### config.mk
export PLATFORM = sky130hd
export DESIGN_NAME = hyper_delay_ctrl
export DESIGN_NICKNAME = d
export VERILOG_FILES = /design/src/rtl/hyper_delay_pkg.sv /design/src/rtl/hyper_delay_ctrl.sv
export SDC_FILE = /design/constraint.sdc
export NUM_CORES = 1
export LEC_CHECK = 0
export BUFFER_PORTS_ARGS = -buffer_cell sky130_fd_sc_hd__buf_2
export CORE_ASPECT_RATIO = 0.75
export CORE_MARGIN = 2
export CORE_UTILIZATION = 62
export CTS_CLUSTER_SIZE = 16
export DETAILED_ROUTE_END_ITERATION = 8
export GPL_ROUTABILITY_DRIVEN = 1
export PLACE_DENSITY = 0.85
export SLEW_MARGIN = 20
export SYNTH_ARGS = -nofsm -noshare
export SYNTH_HDL_FRONTEND = slang
export SYNTH_SLANG_ARGS = --single-unit
### constraint.sdc
create_clock -name clk_i -period 5.78 [get_ports clk_i]
set_input_delay 0.578 -clock clk_i [delete_from_list [all_inputs] [get_ports clk_i]]
set_output_delay 0.578 -clock clk_i [all_outputs]
set_load 0.005 [all_outputs]
### src/rtl/hyper_delay_pkg.sv
// Shared types for the HyperBus PHY delay-line controller.
// Holds the FSM state encoding and the update-mode encoding.
package hyper_delay_pkg;

   typedef enum logic [1:0] {
      ST_IDLE     = 2'd0,
      ST_WAIT_OFF = 2'd1,
      ST_WAIT_ON  = 2'd2,
      ST_RAMP     = 2'd3
   } hyper_delay_state_e;

   localparam logic DLY_MODE_GATED = 1'b0;
   localparam logic DLY_MODE_RAMP  = 1'b1;

endpackage

### src/rtl/hyper_delay_ctrl.sv
// Runtime controller for tap-programmable clock delay lines: applies new codes
// either with the channel clock gated off or by walking one tap at a time.
//
// state       | meaning
// ------------+--------------------------------------------------------
// ST_IDLE     | ready for a request, all channel clocks enabled
// ST_WAIT_OFF | channel clock gated, settling before the code changes
// ST_WAIT_ON  | new code applied, settling before the clock returns
// ST_RAMP     | code walking toward the target, one tap per settle time
module hyper_delay_ctrl
   import hyper_delay_pkg::*;
#(
   parameter int NumChannels  = 2,
   parameter int DelayWidth   = 4,
   parameter int SettleCycles = 3,
   parameter int ResetDelay   = 0,
   localparam int ChanWidth   = (NumChannels > 1) ? $clog2(NumChannels) : 1,
   localparam int CntWidth    = $clog2(SettleCycles + 1)
) (
   input  logic                              clk_i,
   input  logic                              rst_ni,
   input  logic                              cfg_valid_i,
   output logic                              cfg_ready_o,
   input  logic [ChanWidth-1:0]              cfg_chan_i,
   input  logic [DelayWidth-1:0]             cfg_delay_i,
   input  logic                              cfg_ramp_i,
   output logic                              err_o,
   output logic                              busy_o,
   output logic [NumChannels*DelayWidth-1:0] delay_o,
   output logic [NumChannels-1:0]            enable_o
);

   localparam logic [CntWidth-1:0] Reload = CntWidth'(SettleCycles - 1);

   typedef logic [NumChannels-1:0][DelayWidth-1:0] delay_vec_t;

   hyper_delay_state_e      state_q, state_d;
   logic [CntWidth-1:0]     cnt_q, cnt_d;
   logic [ChanWidth-1:0]    chan_q, chan_d;
   logic [DelayWidth-1:0]   target_q, target_d;
   delay_vec_t              delay_q, delay_d;
   logic [NumChannels-1:0]  enable_q, enable_d;
   logic                    err_q, err_d;

   // Steps strictly toward the target, so the code can never wrap.
   function automatic logic [DelayWidth-1:0] step_toward(
      input logic [DelayWidth-1:0] cur,
      input logic [DelayWidth-1:0] tgt
   );
      return (tgt > cur) ? cur + DelayWidth'(1) : cur - DelayWidth'(1);
   endfunction

   always_ff @(posedge clk_i or negedge rst_ni) begin
      if (!rst_ni) begin
         state_q  <= ST_IDLE;
         cnt_q    <= '0;
         chan_q   <= '0;
         target_q <= '0;
         delay_q  <= {NumChannels{DelayWidth'(ResetDelay)}};
         enable_q <= '1;
         err_q    <= 1'b0;
      end else begin
         state_q  <= state_d;
         cnt_q    <= cnt_d;
         chan_q   <= chan_d;
         target_q <= target_d;
         delay_q  <= delay_d;
         enable_q <= enable_d;
         err_q    <= err_d;
      end
   end

   always_comb begin
      state_d  = state_q;
      cnt_d    = cnt_q;
      chan_d   = chan_q;
      target_d = target_q;
      delay_d  = delay_q;
      enable_d = enable_q;
      err_d    = 1'b0;

      unique case (state_q)
         ST_IDLE: begin
            if (cfg_valid_i) begin
               if (int'(cfg_chan_i) >= NumChannels) begin
                  err_d = 1'b1;
               end else if (cfg_delay_i != delay_q[cfg_chan_i]) begin
                  chan_d   = cfg_chan_i;
                  target_d = cfg_delay_i;
                  cnt_d    = Reload;
                  if (cfg_ramp_i == DLY_MODE_RAMP) begin
                     delay_d[cfg_chan_i] = step_toward(delay_q[cfg_chan_i], cfg_delay_i);
                     state_d = ST_RAMP;
                  end else begin
                     enable_d[cfg_chan_i] = 1'b0;
                     state_d = ST_WAIT_OFF;
                  end
               end
            end
         end
         ST_WAIT_OFF: begin
            if (cnt_q != '0) begin
               cnt_d = cnt_q - CntWidth'(1);
            end else begin
               delay_d[chan_q] = target_q;
               cnt_d   = Reload;
               state_d = ST_WAIT_ON;
            end
         end
         ST_WAIT_ON: begin
            if (cnt_q != '0) begin
               cnt_d = cnt_q - CntWidth'(1);
            end else begin
               enable_d[chan_q] = 1'b1;
               state_d = ST_IDLE;
            end
         end
         ST_RAMP: begin
            if (cnt_q != '0) begin
               cnt_d = cnt_q - CntWidth'(1);
            end else if (delay_q[chan_q] == target_q) begin
               state_d = ST_IDLE;
            end else begin
               delay_d[chan_q] = step_toward(delay_q[chan_q], target_q);
               cnt_d = Reload;
            end
         end
      endcase
   end

   assign cfg_ready_o = (state_q == ST_IDLE);
   assign busy_o      = ~cfg_ready_o;
   assign err_o       = err_q;
   assign delay_o     = delay_q;
   assign enable_o    = enable_q;

endmodule

==> Word level (Yosys, flattened, before mapping) <==
Index checks and enable logic that the tools add are counted.
{ "totals": {"ff_bits": 19, "latch_bits": 0, "ramBits": 0, "mem_bits_ro": 0, "in_bits": 9, "out_inout_bits": 13, "n_memories": 0} }
{ "classes": {"add_sub_neg": 5, "mul": 0, "div_mod_pow": 0, "order_cmp": 6, "eq_ne": 16, "n_shift": 0, "mux": 44, "bitwise": 4, "n_reduce_logical": 11} }
{ "ops": {"columns": ["operator", "count"], "rows": [
  ["8-bit two-way mux", 6],
  ["2-bit two-way mux", 17],
  ["4-bit two-way mux", 8],
  ["8-bit bitwise mux", 3],
  ["8-bit case mux with 3 select lines", 1],
  ["2-bit inequality test, second input constant", 8],
  ["2-bit case mux with 4 select lines", 2],
  ["4-bit by 1-bit adder with 4-bit output, second input constant", 2],
  ["4-bit demux with 1-bit select", 2],
  ["4-bit > comparator", 2],
  ["4-bit by 1-bit subtractor with 4-bit output, second input constant", 2],
  ["7-bit AND reduction", 1],
  ["6-bit AND reduction", 1],
  ["5-bit AND reduction", 1],
  ["2-bit == test, second input constant", 2],
  ["4-bit == test", 1],
  ["1-bit by 2-bit < comparator with 1-bit output, second input constant", 2],
  ["2-bit by 1-bit inequality test with 1-bit output, second input constant", 2],
  ["4-bit inequality test", 1],
  ["2-bit case mux with 2 select lines", 1],
  ["4-bit AND reduction", 1],
  ["2-bit nonzero test", 2],
  ["3-bit inequality test, second input constant", 1],
  ["3-bit AND reduction", 1],
  ["other kinds (12)", 16]
]} }

==> Longest topological paths before layout <==
{ "logic_depth": {"word_depth": 10, "mapped_depth": 15} }

==> Least setup slack after synthesis <==
Ideal clock, no wire load.
{ "synth_timing": {"path_type": "register to register", "startpoint": "register chan_q", "endpoint": "register (tool-made name)", "t_arrival_ps": 3175, "t_required_ps": 5653, "setup_slack_ps": 2478, "path_stages_with_launch": 15, "n_path_buf": 2, "period_less_slack_ps": 3302, "cell_sequence": "dfrtp_1 -> buf_6 -> clkbuf_1 -> mux2i_1 -> ha_1 -> and4_4 -> a211oi_4 -> inv_1 -> ha_1 -> a21oi_1 -> o21ai_1 -> xor2_2 -> a41o_1 -> a22oi_1 -> o21ai_1"} }
{ "synth_rtl": {"columns": ["item", "line_no", "text"], "rows": [
  ["start, declared", "hyper_delay_ctrl.sv:39", "logic [ChanWidth-1:0] chan_q, chan_d;"],
  ["start signal, assigned", "hyper_delay_ctrl.sv:65", "chan_q <= chan_d;"]
]} }

==> results.sh <==
export IMPL_io_buffers=20
export IMPL_fin_crit_ns=3.877
export IMPL_ys_dominant_reg_cell="dfrtp_1"
export IMPL_cts_sinks=19
export IMPL_cp_end_kind="flop"
export IMPL_post_drt_via_cell_ratio=6.351
export IMPL_rsz0062_at_grt="no"
export IMPL_fillers=214
export IMPL_fin_skew_ns=0.01298
export IMPL_avgSynthCellArea_sq_um=8.692
export IMPL_std_cell_rows=16
export IMPL_fin_crit_sh=0.6708
export IMPL_holdBufCountCts=0
export IMPL_netlist_instances=188
export IMPL_tritoncts="yes"
export IMPL_synth_commonest_cells="21 x nand2_1, 19 x a21oi_1, 17 x dfrtp_1, 15 x inv_1, 14 x ha_1"
export IMPL_grt_overflow_total=0
export IMPL_vias=1518
export IMPL_clock_path_buffers=2
export IMPL_initial_utilization=0.6377
export IMPL_dieWidth_um=63.28
export IMPL_cp_slowest_cell="dfrtp_1"
export IMPL_crit_arrival_ns=4.07
export IMPL_clkLatencyLatePin_ns=0.30
export IMPL_numCtsBuffers=3
export IMPL_crit_family="compound AO/OA/AOI/OAI gates"
export IMPL_yosysMostFrequentCell="nand2_1"
export IMPL_rrSetupSlack_ns=1.90
export IMPL_cp_required_ns=5.98
export IMPL_post_cts_setup_buffer_count=0
export IMPL_crit_fanout=19
export IMPL_final_max_slew_viol_count=0
export IMPL_placed_cell_area_sq_mm=0.001728
export IMPL_drtAntennaViolNets=0
export IMPL_core_sq_mm=0.002562
export IMPL_design_area_sq_mm=0.001755
export IMPL_synth_area_sq_mm=0.001634
export IMPL_crit_chain="inv_1 -> a21boi_0 -> ha_1 -> and4_4 -> a211oi_4 -> inv_1 -> ha_1 -> a21oi_1 -> o21ai_1 -> xor2_2 -> a41o_1 -> a22oi_1 -> o21ai_1"
export IMPL_async_flop_share=1.000
export IMPL_cpPeakStageDelay_ns=0.75
export IMPL_first_pass_iters=5
export IMPL_setup_viol=0
export IMPL_r2r_start="chan_q"
export IMPL_gr_usage_all_layers=0.2998
export IMPL_reg2regPathDepth=13
export IMPL_yosys_warnings=0
export IMPL_root_buffer="clkbuf_4"
export IMPL_layout_nets=229
export IMPL_io_pins=22
export IMPL_synth_nets=213
export IMPL_routed_wl_mm=4.089
export IMPL_relSlewSlack=0.5870
export IMPL_htree_levels=1
export IMPL_dp_hpwl_mm=3.155
export IMPL_drive_gt1_frac=0.2020
export IMPL_cp_num_buf_inv=2
export IMPL_tightest_slew_ns=0.6196
export IMPL_yosysTopAreaCellShare=0.2603
export IMPL_synth_seq_cells=19
export IMPL_synth_edff_count=0
export IMPL_grt_max_degree=20
export IMPL_synth_distinct_cells=55
export IMPL_wire_per_inst_um=17.11
export IMPL_die_area_sq_mm=0.003067
export IMPL_drv_cap=0
export IMPL_critPathLaunchType="flop"
export IMPL_antenna_found_initial=0
export IMPL_timing_fmax_mhz=257.9
export IMPL_hold_path_class="in -> async"
export IMPL_die_y_um=48.46
export IMPL_finalSetupTns_ns=0
export IMPL_cts_resized=0
export IMPL_syn_to_final_growth_pct=7.427
export IMPL_criticalPathCategory="reg -> reg"
export IMPL_path_clk_slew_ns=0.12
export IMPL_status="finished clean"
export IMPL_grt_pass1_wl_mm=7.217
export IMPL_diodes=0
export IMPL_gp_congestion=0.9099
export IMPL_drt_iter0_markers=132
export IMPL_synth_seq_area_share=0.2925
export IMPL_netlist_top_cells_area="dfrtp_1 26%, ha_1 11%, a21oi_1 5.8%, nand2_1 4.8%, mux2_2 4.1%"
export IMPL_finalHoldViolCount=0
export IMPL_grt_pass1_vias=1469
export IMPL_yosysTopAreaCell="dfrtp_1"
export IMPL_post_route_drc_count=0
-- area by class of cell --
type                       instances  area (sq um)  share of cell area
clock inverter                     1         5.005            0.002851
timing repair buffer              20         100.1             0.05702
inverter                          16         60.06             0.03421
sequential                        19         478.0              0.2723
tap                               36         45.04             0.02566
clock buffer                       3         22.52             0.01283
multi-input combinational        144          1045              0.5952
-- stage by stage --
stage	util	setup WS, ns	instances	hold slack (ns)
after floorplan	-	2.478	188	0.2824
after global placement	0.6743	2.276	235	0.4728
after detailed placement	0.6743	1.992	235	0.4766
after CTS	0.6851	1.973	239	0.2049
after global routing	0.6851	1.621	239	0.2333
final	0.6851	1.903	239	0.2007
-- cell families after synthesis --
logic type	share of synthesized area
buffers and inverters	0.06814
flip-flops	0.2925
AO/OA/AOI/OAI	0.2481
XOR/XNOR	0.02604
AND/OR/NAND/NOR	0.1509
multiplexers	0.08039
other	0.002295
adder cells (fa/ha/maj)	0.1317
-- placed cells by master (no fill, tap or decap), types with 3 or more instances in the layout --
cell type  Yosys  routed
o21ai_0        4       4
ha_1          14      14
a21oi_1       19      19
mux2_2         6       6
o22ai_1        3       3
dfrtp_1       17      17
nand3_1        3       3
nor3_1         6       6
nor2_1        12      12
clkbuf_4       0       3
mux2i_1        5       5
a31oi_1        5       5
inv_1         15      15
buf_2          2      20
nand4_1        3       3
nand2_1       21      21
-- worst reg2reg max path, stage by stage, from the launching register on --
cell	delay [ns]
dfrtp_1	0.75
inv_1	0.30
a21boi_0	0.35
ha_1	0.34
and4_4	0.23
a211oi_4	0.33
inv_1	0.12
ha_1	0.34
a21oi_1	0.17
o21ai_1	0.13
xor2_2	0.20
a41o_1	0.26
a22oi_1	0.18
o21ai_1	0.09
-- routing by layer --
| layer | up-vias | wire [um] | global-route usage |
|---|---|---|---|
| met2 | 96 | 1961 | 0.4965 |
| met1 | 708 | 1683 | 0.3910 |
| li1 | 710 | - | - |
| met3 | 4 | 426 | 0.09535 |
| met4 | 0 | 18 | 0.05797 |
| met5 | - | 0 | 0 |
-- how the worst max path moves through the flow --
stage	from	slack, ns	end	depth (start not counted)
floorplan	chan_q	2.48	flop	14
global placement	chan_q	2.28	flop	13
detailed placement	chan_q	1.99	flop	13
CTS	chan_q	1.97	flop	13
global route	chan_q	1.62	flop	13
finish	chan_q	1.90	flop	13
Power is not shown: default switching activity piles up to over one toggle a cycle in this logic, so the estimate is an artifact.
